<file path="config.mk">
export PLATFORM = sky130hd
export DESIGN_NAME = clk_div_gen
export DESIGN_NICKNAME = d
export VERILOG_FILES = /design/src/rtl/clk_div_gen_pkg.sv /design/src/rtl/clk_div_chan.sv /design/src/rtl/clk_div_gen.sv
export SDC_FILE = /design/constraint.sdc
export NUM_CORES = 1
export LEC_CHECK = 0
export CAP_MARGIN = 5
export CORE_UTILIZATION = 42
export DETAILED_ROUTE_END_ITERATION = 7
export PLACE_DENSITY = 0.68
export SLEW_MARGIN = 20
export SYNTH_ARGS = -nofsm -noshare
export SYNTH_HDL_FRONTEND = slang
export SYNTH_SLANG_ARGS = --single-unit
export TNS_END_PERCENT = 100
</file>
<file path="constraint.sdc">
create_clock -name clk -period 3.65 [get_ports clk]
set_input_delay 0.365 -clock clk [delete_from_list [all_inputs] [get_ports clk]]
set_output_delay 0.365 -clock clk [all_outputs]
set_load 0.05 [all_outputs]
</file>
<file path="src/rtl/clk_div_gen_pkg.sv">
// rtl/clk_div_gen_pkg.sv - shared types and defaults for the clock divider/generator
// Purpose: channel state enum and default parameter constants for clk_div_gen.
// Ports:   none (package).
// Build option: CLK_DIV_GEN_BURST_EN adds the BURST channel state.
package clk_div_gen_pkg;

   localparam int DEF_NCH     = 4;
   localparam int DEF_DIV_W   = 8;
   localparam int DEF_BURST_W = 8;

`ifdef CLK_DIV_GEN_BURST_EN
   typedef enum logic [1:0] {
      ST_IDLE  = 2'd0,
      ST_RUN   = 2'd1,
      ST_DRAIN = 2'd2,
      ST_BURST = 2'd3
   } chan_state_e;
`else
   typedef enum logic [1:0] {
      ST_IDLE  = 2'd0,
      ST_RUN   = 2'd1,
      ST_DRAIN = 2'd2
   } chan_state_e;
`endif

endpackage

</file>
<file path="src/rtl/clk_div_chan.sv">
// rtl/clk_div_chan.sv - one independent divided-clock channel
// Purpose: generates a 50% duty clock of period 2*hp with glitch-free
//          start/stop, and (CLK_DIV_GEN_BURST_EN) fixed-length bursts.
// Ports:   clk, rst          - system clock, async active-high reset
//          en                - free-run enable
//          div               - half-period in clk cycles (0 treated as 1)
//          burst_start       - one-cycle burst request (burst build only)
//          burst_len         - number of full periods in a burst
//          clk_out           - registered generated clock
//          tick              - pulse in the cycle clk_out rises
//          busy              - channel not idle
//          burst_done        - pulse in the cycle of the final burst fall
// Build option: CLK_DIV_GEN_BURST_EN enables burst mode.
module clk_div_chan
   import clk_div_gen_pkg::*;
#(
   parameter int DIV_W   = DEF_DIV_W,
   parameter int BURST_W = DEF_BURST_W
) (
   input  logic               clk,
   input  logic               rst,
   input  logic               en,
   input  logic [DIV_W-1:0]   div,
   input  logic               burst_start,
   input  logic [BURST_W-1:0] burst_len,
   output logic               clk_out,
   output logic               tick,
   output logic               busy,
   output logic               burst_done
);

   chan_state_e      state_q, state_d;
   logic [DIV_W-1:0] cnt_q, cnt_d;
   logic [DIV_W-1:0] hp_q, hp_d;
   logic             clk_q, clk_d;
   logic             tick_q, tick_d;
   logic             busy_q, busy_d;
   logic [DIV_W-1:0] div_eff;
   logic             wrap;

`ifdef CLK_DIV_GEN_BURST_EN
   logic [BURST_W-1:0] bcnt_q, bcnt_d;
   logic               done_q, done_d;
`else
   logic unused_burst;
   assign unused_burst = ^{burst_start, burst_len};
`endif

   assign div_eff = (div == '0) ? DIV_W'(1) : div;
   // Last cycle of the current phase: the toggle happens at this edge.
   assign wrap    = (cnt_q == hp_q - DIV_W'(1));

   always_comb begin
      state_d = state_q;
      cnt_d   = cnt_q;
      hp_d    = hp_q;
      clk_d   = clk_q;
      tick_d  = 1'b0;
`ifdef CLK_DIV_GEN_BURST_EN
      bcnt_d  = bcnt_q;
      done_d  = 1'b0;
`endif
      if (state_q == ST_IDLE) begin
         cnt_d = '0;
`ifdef CLK_DIV_GEN_BURST_EN
         // Burst request wins over en; a zero-length burst completes at once.
         if (burst_start) begin
            if (burst_len == '0) begin
               done_d = 1'b1;
            end else begin
               state_d = ST_BURST;
               hp_d    = div_eff;
               bcnt_d  = burst_len;
            end
         end else
`endif
         if (en) begin
            state_d = ST_RUN;
            hp_d    = div_eff;
         end
      end else begin
         cnt_d = wrap ? '0 : cnt_q + DIV_W'(1);
         if (wrap) begin
            clk_d  = ~clk_q;
            tick_d = ~clk_q;
            // New div only takes effect at a phase boundary.
            hp_d   = div_eff;
         end
         case (state_q)
            ST_RUN: begin
               if (!en) begin
                  if (!clk_q) begin
                     // Low phase: stop now, clk_out already low.
                     state_d = ST_IDLE;
                     cnt_d   = '0;
                     clk_d   = 1'b0;
                     tick_d  = 1'b0;
                     hp_d    = hp_q;
                  end else begin
                     // High phase must finish at full length.
                     state_d = wrap ? ST_IDLE : ST_DRAIN;
                  end
               end
            end
            ST_DRAIN: begin
               if (en) begin
                  state_d = ST_RUN;
               end else if (wrap) begin
                  state_d = ST_IDLE;
               end
            end
`ifdef CLK_DIV_GEN_BURST_EN
            ST_BURST: begin
               // Periods are counted on falling toggles.
               if (wrap && clk_q) begin
                  bcnt_d = bcnt_q - BURST_W'(1);
                  if (bcnt_q == BURST_W'(1)) begin
                     state_d = ST_IDLE;
                     done_d  = 1'b1;
                  end
               end
            end
`endif
            default: ;
         endcase
      end
      busy_d = (state_d != ST_IDLE);
   end

   always_ff @(posedge clk or posedge rst) begin
      if (rst) begin
         state_q <= ST_IDLE;
         cnt_q   <= '0;
         hp_q    <= DIV_W'(1);
         clk_q   <= 1'b0;
         tick_q  <= 1'b0;
         busy_q  <= 1'b0;
`ifdef CLK_DIV_GEN_BURST_EN
         bcnt_q  <= '0;
         done_q  <= 1'b0;
`endif
      end else begin
         state_q <= state_d;
         cnt_q   <= cnt_d;
         hp_q    <= hp_d;
         clk_q   <= clk_d;
         tick_q  <= tick_d;
         busy_q  <= busy_d;
`ifdef CLK_DIV_GEN_BURST_EN
         bcnt_q  <= bcnt_d;
         done_q  <= done_d;
`endif
      end
   end

   assign clk_out = clk_q;
   assign tick    = tick_q;
   assign busy    = busy_q;
`ifdef CLK_DIV_GEN_BURST_EN
   assign burst_done = done_q;
`else
   assign burst_done = 1'b0;
`endif

endmodule

</file>
<file path="src/rtl/clk_div_gen.sv">
// rtl/clk_div_gen.sv - multi-channel programmable clock divider/generator
// Purpose: NCH independent clk_div_chan instances sharing clk and rst.
// Ports:   clk, rst    - system clock, async active-high reset
//          en          - [NCH] per-channel enable
//          div         - [NCH*DIV_W] half-periods, channel c at [c*DIV_W +: DIV_W]
//          burst_start - [NCH] burst requests
//          burst_len   - [NCH*BURST_W] burst period counts
//          clk_out, tick, busy, burst_done - [NCH] per-channel outputs
// Build option: CLK_DIV_GEN_BURST_EN enables burst mode.
module clk_div_gen
   import clk_div_gen_pkg::*;
#(
   parameter int NCH     = DEF_NCH,
   parameter int DIV_W   = DEF_DIV_W,
   parameter int BURST_W = DEF_BURST_W
) (
   input  logic                   clk,
   input  logic                   rst,
   input  logic [NCH-1:0]         en,
   input  logic [NCH*DIV_W-1:0]   div,
   input  logic [NCH-1:0]         burst_start,
   input  logic [NCH*BURST_W-1:0] burst_len,
   output logic [NCH-1:0]         clk_out,
   output logic [NCH-1:0]         tick,
   output logic [NCH-1:0]         busy,
   output logic [NCH-1:0]         burst_done
);

   for (genvar c = 0; c < NCH; c++) begin : g_chan
      clk_div_chan #(
         .DIV_W   (DIV_W),
         .BURST_W (BURST_W)
      ) u_chan (
         .clk         (clk),
         .rst         (rst),
         .en          (en[c]),
         .div         (div[c*DIV_W +: DIV_W]),
         .burst_start (burst_start[c]),
         .burst_len   (burst_len[c*BURST_W +: BURST_W]),
         .clk_out     (clk_out[c]),
         .tick        (tick[c]),
         .busy        (busy[c]),
         .burst_done  (burst_done[c])
      );
   end

endmodule

</file>
# Word level (Yosys, flattened, before mapping)
# Cells that the tools add are included.
# op_classes
n_reduce_logical	16
n_bitwise	4
n_addsub	8
mux	116
n_eq_ne	20
# op_table
operator	n
2-to-1 mux 8 bit	48
2-to-1 mux 2 bit	28
2-to-1 mux 1 bit	36
adder 8 x 1 -> 8 bit (second input constant)	4
== test 8 bit	4
zero test 8 bit	4
subtractor 8 x 1 -> 8 bit (second input constant)	4
one-hot mux 2 bit (2 select lines)	4
!= test 3 x 2 -> 1 bit (second input constant)	4
== test 2 x 1 -> 1 bit (second input constant)	4
== test 2 bit (second input constant)	4
zero test 2 bit	4
!= test 2 bit (second input constant)	4
AND reduction 2 bit	4
nonzero test 2 bit	4
inverter 1 bit	4
# word_totals
register_bits	84
in_bits	74
word_cells	188

# Longest topological paths before layout
# depth
ltp_word	8
depth_mapped	14
depth_no_buf	14

# By module
# Synthesis repeated with hierarchy kept, for this count alone.
# hier_totals
hier_cells	540
hier_area_um2	5375.2
# by_module_without_submodules
mod	n_inst	area_each_um2	cells_each
clk_div_chan at g_chan[1].u_chan ...	2	1295.0	129
clk_div_chan at g_chan[3].u_chan	1	1436.4	150
clk_div_chan at g_chan[0].u_chan	1	1348.8	132

# Worst setup path before layout
# No wires, ideal clock.
# synth_path
kind	register -> register
from	register g_chan[3].u_chan.hp_q[1]
to	register g_chan[3].u_chan.state_q[1]
stages_incl_launch_ff	13
synth_period_minus_slack_ns	2.787
path_slack_ns	0.863
arrival_time_ns	2.646
setup_ns	0.141
cell_sequence	dfrtp_1 -> or4_1 -> a2111oi_0 -> nor3_1 -> a2111oi_4 -> inv_1 -> ha_1 -> nand3_1 -> nor2_1 -> a21oi_1 -> nor2_1 -> a31oi_1 -> o21ai_0
# synth_between
elab_chain_len	7
# synth_lines
item	line	rtl
start, declared	clk_div_chan.sv:34	logic [DIV_W-1:0] hp_q, hp_d;
start signal, assigned	clk_div_chan.sv:145	hp_q <= hp_d;
subtractor 8 x 1 -> 8 bit (*)	clk_div_chan.sv:51	assign wrap = (cnt_q == hp_q - DIV_W'(1));
== test 8 bit (*)	clk_div_chan.sv:51	
2-to-1 mux 2 bit	clk_div_chan.sv:101	state_d = wrap ? ST_IDLE : ST_DRAIN;
2-to-1 mux 2 bit	clk_div_chan.sv:92	if (!clk_q) begin
2-to-1 mux 2 bit	clk_div_chan.sv:91	if (!en) begin
one-hot mux 2 bit (2 select lines) (*)	clk_div_chan.sv:89	case (state_q)
2-to-1 mux 2 bit (*)	clk_div_chan.sv:63	if (state_q == ST_IDLE) begin
named net g_chan[3].u_chan.state_d[1]	clk_div_chan.sv:32	chan_state_e state_q, state_d;
end signal, assigned	clk_div_chan.sv:143	state_q <= state_d;
end, declared	clk_div_chan.sv:32	
# The timed path passes the listed nets; every way through them passes the cells marked *.
# A chain may end at the register's enable or synchronous reset.

# Worst setup path in the final report
# layout_path
from	register g_chan[0].u_chan.hp_q[1]
to	register g_chan[0].u_chan.busy_q
# layout_between
elab_chain_len	8
# layout_lines
item	line	rtl
start, declared	clk_div_chan.sv:34	
start signal, assigned	clk_div_chan.sv:145	
subtractor 8 x 1 -> 8 bit (*)	clk_div_chan.sv:51	
== test 8 bit (*)	clk_div_chan.sv:51	
2-to-1 mux 2 bit	clk_div_chan.sv:101	
2-to-1 mux 2 bit	clk_div_chan.sv:92	
2-to-1 mux 2 bit	clk_div_chan.sv:91	
one-hot mux 2 bit (2 select lines) (*)	clk_div_chan.sv:89	
2-to-1 mux 2 bit (*)	clk_div_chan.sv:63	
nonzero test 2 bit (*)	clk_div_chan.sv:127	busy_d = (state_d != ST_IDLE);
named net g_chan[0].u_chan.busy_d	clk_div_chan.sv:37	logic busy_q, busy_d;
end signal, assigned	clk_div_chan.sv:148	busy_q <= busy_d;
end, declared	clk_div_chan.sv:37	
# Marks and branches as above.

==> results.md <==
| Item | Reported | Unit |
|---|---|---|
| Flop2flop setup slack | 0.49 | ns |
| Post-route clock period utilization | 86.6 | % |
| Syn-to-layout area delta | 16.1 | % |
| Number of nets in the layout | 697 | - |
| Number of distinct library cells after synthesis | 54 | - |
| Required time at the endpoint of the critical path | 3.88 | ns |
| Antenna diode count | 0 | - |
| Largest delay contributor family on the critical path | compound AO/OA/AOI/OAI gates | - |
| Drt drc | 0 | - |
| Total Wirelength | 10,200 | um |
| Worst setup path endpoint | g_chan[0].u_chan.busy | - |
| Slowest stage cell on the critical path | or4_1 | - |
| Number of filler cells placed in the layout | 1,099 | - |
| Startpoint kind of the worst setup timing path | flip-flop | - |
| Share of layout cells above drive strength 1 | 9.40 | % |
| Fin crit period | 3.16 | ns |
| Cell count after synthesis | 556 | - |
| Total congestion overflow | 0 | - |
| Clock net sink count | 84 | - |
| Worst-case headroom to the max-slew limit | 54.1 | % |
| Area of the placeable core | 12,200 | um^2 |
| Count of pins on the block boundary | 90 | - |
| Number of hold violations in the final report | 0 | - |
| Crit path arrival time | 3.39 | ns |
| Number of hold buffers added after cts | 0 | - |
| Overall die width | 114 | um |
| Clock slew at reported path FFs | 0.06 | ns |
| Clock buffer depth | 2 | - |
| Number of flops mapped to enable cells by yosys | 0 | - |
| Tightest Pin Transition | 0.688 | ns |
| Reg2reg end | g_chan[0].u_chan.busy | - |
| R2R cell count | 10 | - |
| Mean cell area of the mapped netlist | 9.53 | um^2 |
| Overall die height | 114 | um |
| Run status | completed | - |
| Sequential share of the synthesized area | 39.8 | % |
| Post-route cell area | 6150 | um^2 |
| Post-CTS Resized | 0 | - |
| Crit-path cells | or4_1, a2111oi_0, nor3_1, a2111oi_4, inv_1, ha_1, nand4_1, a21oi_1, a31oi_1, a21bo_2 | - |
| Initial detailed-routing violation count | 197 | - |
| Post-synthesis register bit count | 84 | - |
| Last weighted congestion value of the routability-driven placer | 0.851 | - |
| Vias in the first global route | 4,052 | - |
| Met2 track utilization from global routing | 29.0 | % |
| Endpoint type of the worst setup path | flip-flop | - |
| Routed Antenna Nets | 0 | - |
| Initial Utilization | 43.6 | % |
| Leak | 2.66 | nW |
| Average routed wire per standard cell | 13.3 | um |
| Clock tree from TritonCTS | yes | - |
| Critical path peak fanout | 7 | - |
| Worst slack on hold paths | 0.428 | ns |
| Power density over the cells | 784 | nW/um^2 |
| Post-Place Cells | 748 | - |
| Reg-to-reg critical path startpoint | g_chan[0].u_chan.hp_q[1] | - |
| Cell taking the most area after synthesis | dfrtp_1 | - |
| Count of buffers inserted at the top-level ports | 49 | - |
| Antenna violations before repair | 0 | - |
| Maximum number of pins on one net before global-route repair | 40 | - |
| Unrepaired setup endpoints after global routing | false | - |
| Half-perimeter wire length after placement | 7490 | um |
| Peak supply drop | 338 | uV |
| Max-capacitance violation count | 0 | - |
| Vias per std cell | 5.20 | - |
| Number of endpoints failing setup at the final stage | 0 | - |
| Via count | 3,972 | - |
| Skew-Pair Late Insertion Delay | 0.34 | ns |
| Worst clock skew | 0.00395 | ns |
| Die footprint | 13,100 | um^2 |
| Predominant post-synthesis flop cell | dfrtp_1 | - |
| Depth of the CTS H-tree | 3 | - |
| Global-route wire length before repair | 18,000 | um |
| Clock root buffer | clkbuf_16 | - |
| Post-synthesis instance area | 5300 | um^2 |
| Total power | 0.00482 | W |
| CP bufs+invs | 1 | - |
| Share of synthesized registers carrying an async set or reset | 100 | % |
| Number of slew-limit violations in the final report | 0 | - |
| Final non-filler cell total | 764 | - |
| GR Util met1 | 21.1 | % |
| Post-DP Area | 5850 | um^2 |
| Count of synthesis-stage warnings from yosys | 0 | - |
| Top Usage Layer GRT | met2 | - |
| Global routing met3 resource utilization | 2.28 | % |
| Number of search-and-repair iterations in the first detailed-routing pass | 4 | - |
| Overall fraction of global-route tracks in use | 17.1 | % |
| Total clock buffers created by CTS | 9 | - |
| Area fraction of the dominant cell type after synthesis | 37.8 | % |
| Number of setup buffers added after CTS | 0 | - |
| Type of the worst setup path | flip-flop to flip-flop | - |
| Class of the tightest hold or removal check | input pin to asynchronous set/reset pin | - |
| Commonest cells after routing, fill and taps aside | dfrtp_1 (80), nor2_1 (61), clkdlybuf4s50_1 (49) | - |
| Top cells by area, synth | dfrtp_1 (38%), ha_1 (7.6%), xor2_1 (6.0%) | - |
| Placement row count | 40 | - |
| Startpoint of the most critical setup path | g_chan[0].u_chan.hp_q[1] | - |
| Most frequent standard cell in the layout excluding fill and tap cells | dfrtp_1 | - |
| Post-Route Setup TNS | 0 | ns |
| Fmax | 316 | MHz |
| Worst path depth | 10 | - |
| Peak per-stage delay on the critical path | 0.60 | ns |
[registers in the layout, indices dropped and copies added (netlist names)]
name,cells
g_chan.u_chan.tick,4
g_chan.u_chan.busy,4
g_chan.u_chan.hp_q,32
g_chan.u_chan.cnt_q,32
g_chan.u_chan.clk_out,4
g_chan.u_chan.state_q,8
[synth_stat cells, types with 4 or more instances]
cell type and instances:
nor4_1 9, xor2_1 36, mux2i_1 4, inv_1 32, nor2_1 61, mux2_1 6
ha_1 32, nand3_1 31, o21ai_0 16, and2_1 6, or3_1 4, nand2_1 27
buf_4 18, nand4_1 4, clkbuf_1 13, xnor2_1 25, a31oi_1 5, nor3_1 14
or3b_2 4, dfrtp_1 80, a21oi_1 29, dfstp_2 4, and3_1 15, mux2_2 22
nand3b_1 5, nand2b_1 11
[worst min-delay path by stage]
stage	slack, ns	startpoint	cells after the start	to
3_5_place_dp	0.52	g_chan[1].u_chan.hp_q[7]	1	g_chan[1].u_chan.hp_q[7]
5_1_grt	0.50	rst	2	g_chan[3].u_chan.tick
6_report	0.43	rst	2	g_chan[2].u_chan.busy
3_3_place_gp	0.51	g_chan[2].u_chan.cnt_q[0]	1	g_chan[2].u_chan.cnt_q[0]
2_1_floorplan	0.46	en[0]	1	g_chan[0].u_chan.state_q[1]
4_1_cts	0.45	rst	2	g_chan[2].u_chan.busy
[cell type report]
type                       instances  area (um^2)  area share, %
timing repair buffer              53          520           8.46
multi-input combinational        411         2890           47.1
tap                              168          210           3.42
clock inverter                     1         30.0          0.488
clock buffer                      15          268           4.35
inverter                          32          121           1.97
sequential                        84         2110           34.3
[routing by layer]
layer | part of all wire, % | vias up | wire [um]
met5 | 0 | - | 0
met4 | 2.0 | 0 | 201
met3 | 1.6 | 12 | 162
met2 | 49 | 38 | 5030
met1 | 47 | 1946 | 4770
li1 | - | 1976 | -
[metrics by stage]
stage / setup slack (ns) / utilization [%]
floorplan: 0.863 / -
global placement: 0.557 / 48.1
detailed placement: 0.482 / 48.1
CTS: 0.465 / 50.6
global route: 0.219 / 50.6
finish: 0.489 / 50.6
[report_power, final]
part / internal (W) / leakage [nW] / switching (W)
Clock: 0.000569 / 0.144 / 0.000359
Combinational: 0.000995 / 1.48 / 0.00119
Sequential: 0.00128 / 1.04 / 0.000430
[cell families after synthesis]
kind of cell | Yosys count | share of synthesized area (%)
adders and majority gates | 32 | 7.56
DFF | 84 | 39.8
xor gates and xnor gates | 61 | 10.1
buffers and inverters | 64 | 5.83
other | 1 | 0.0708
AOI/OAI and AO/OA | 79 | 10.7
and+or+nand+nor | 203 | 19.3
muxes | 32 | 6.71
Power figures use the tool's default switching activity.
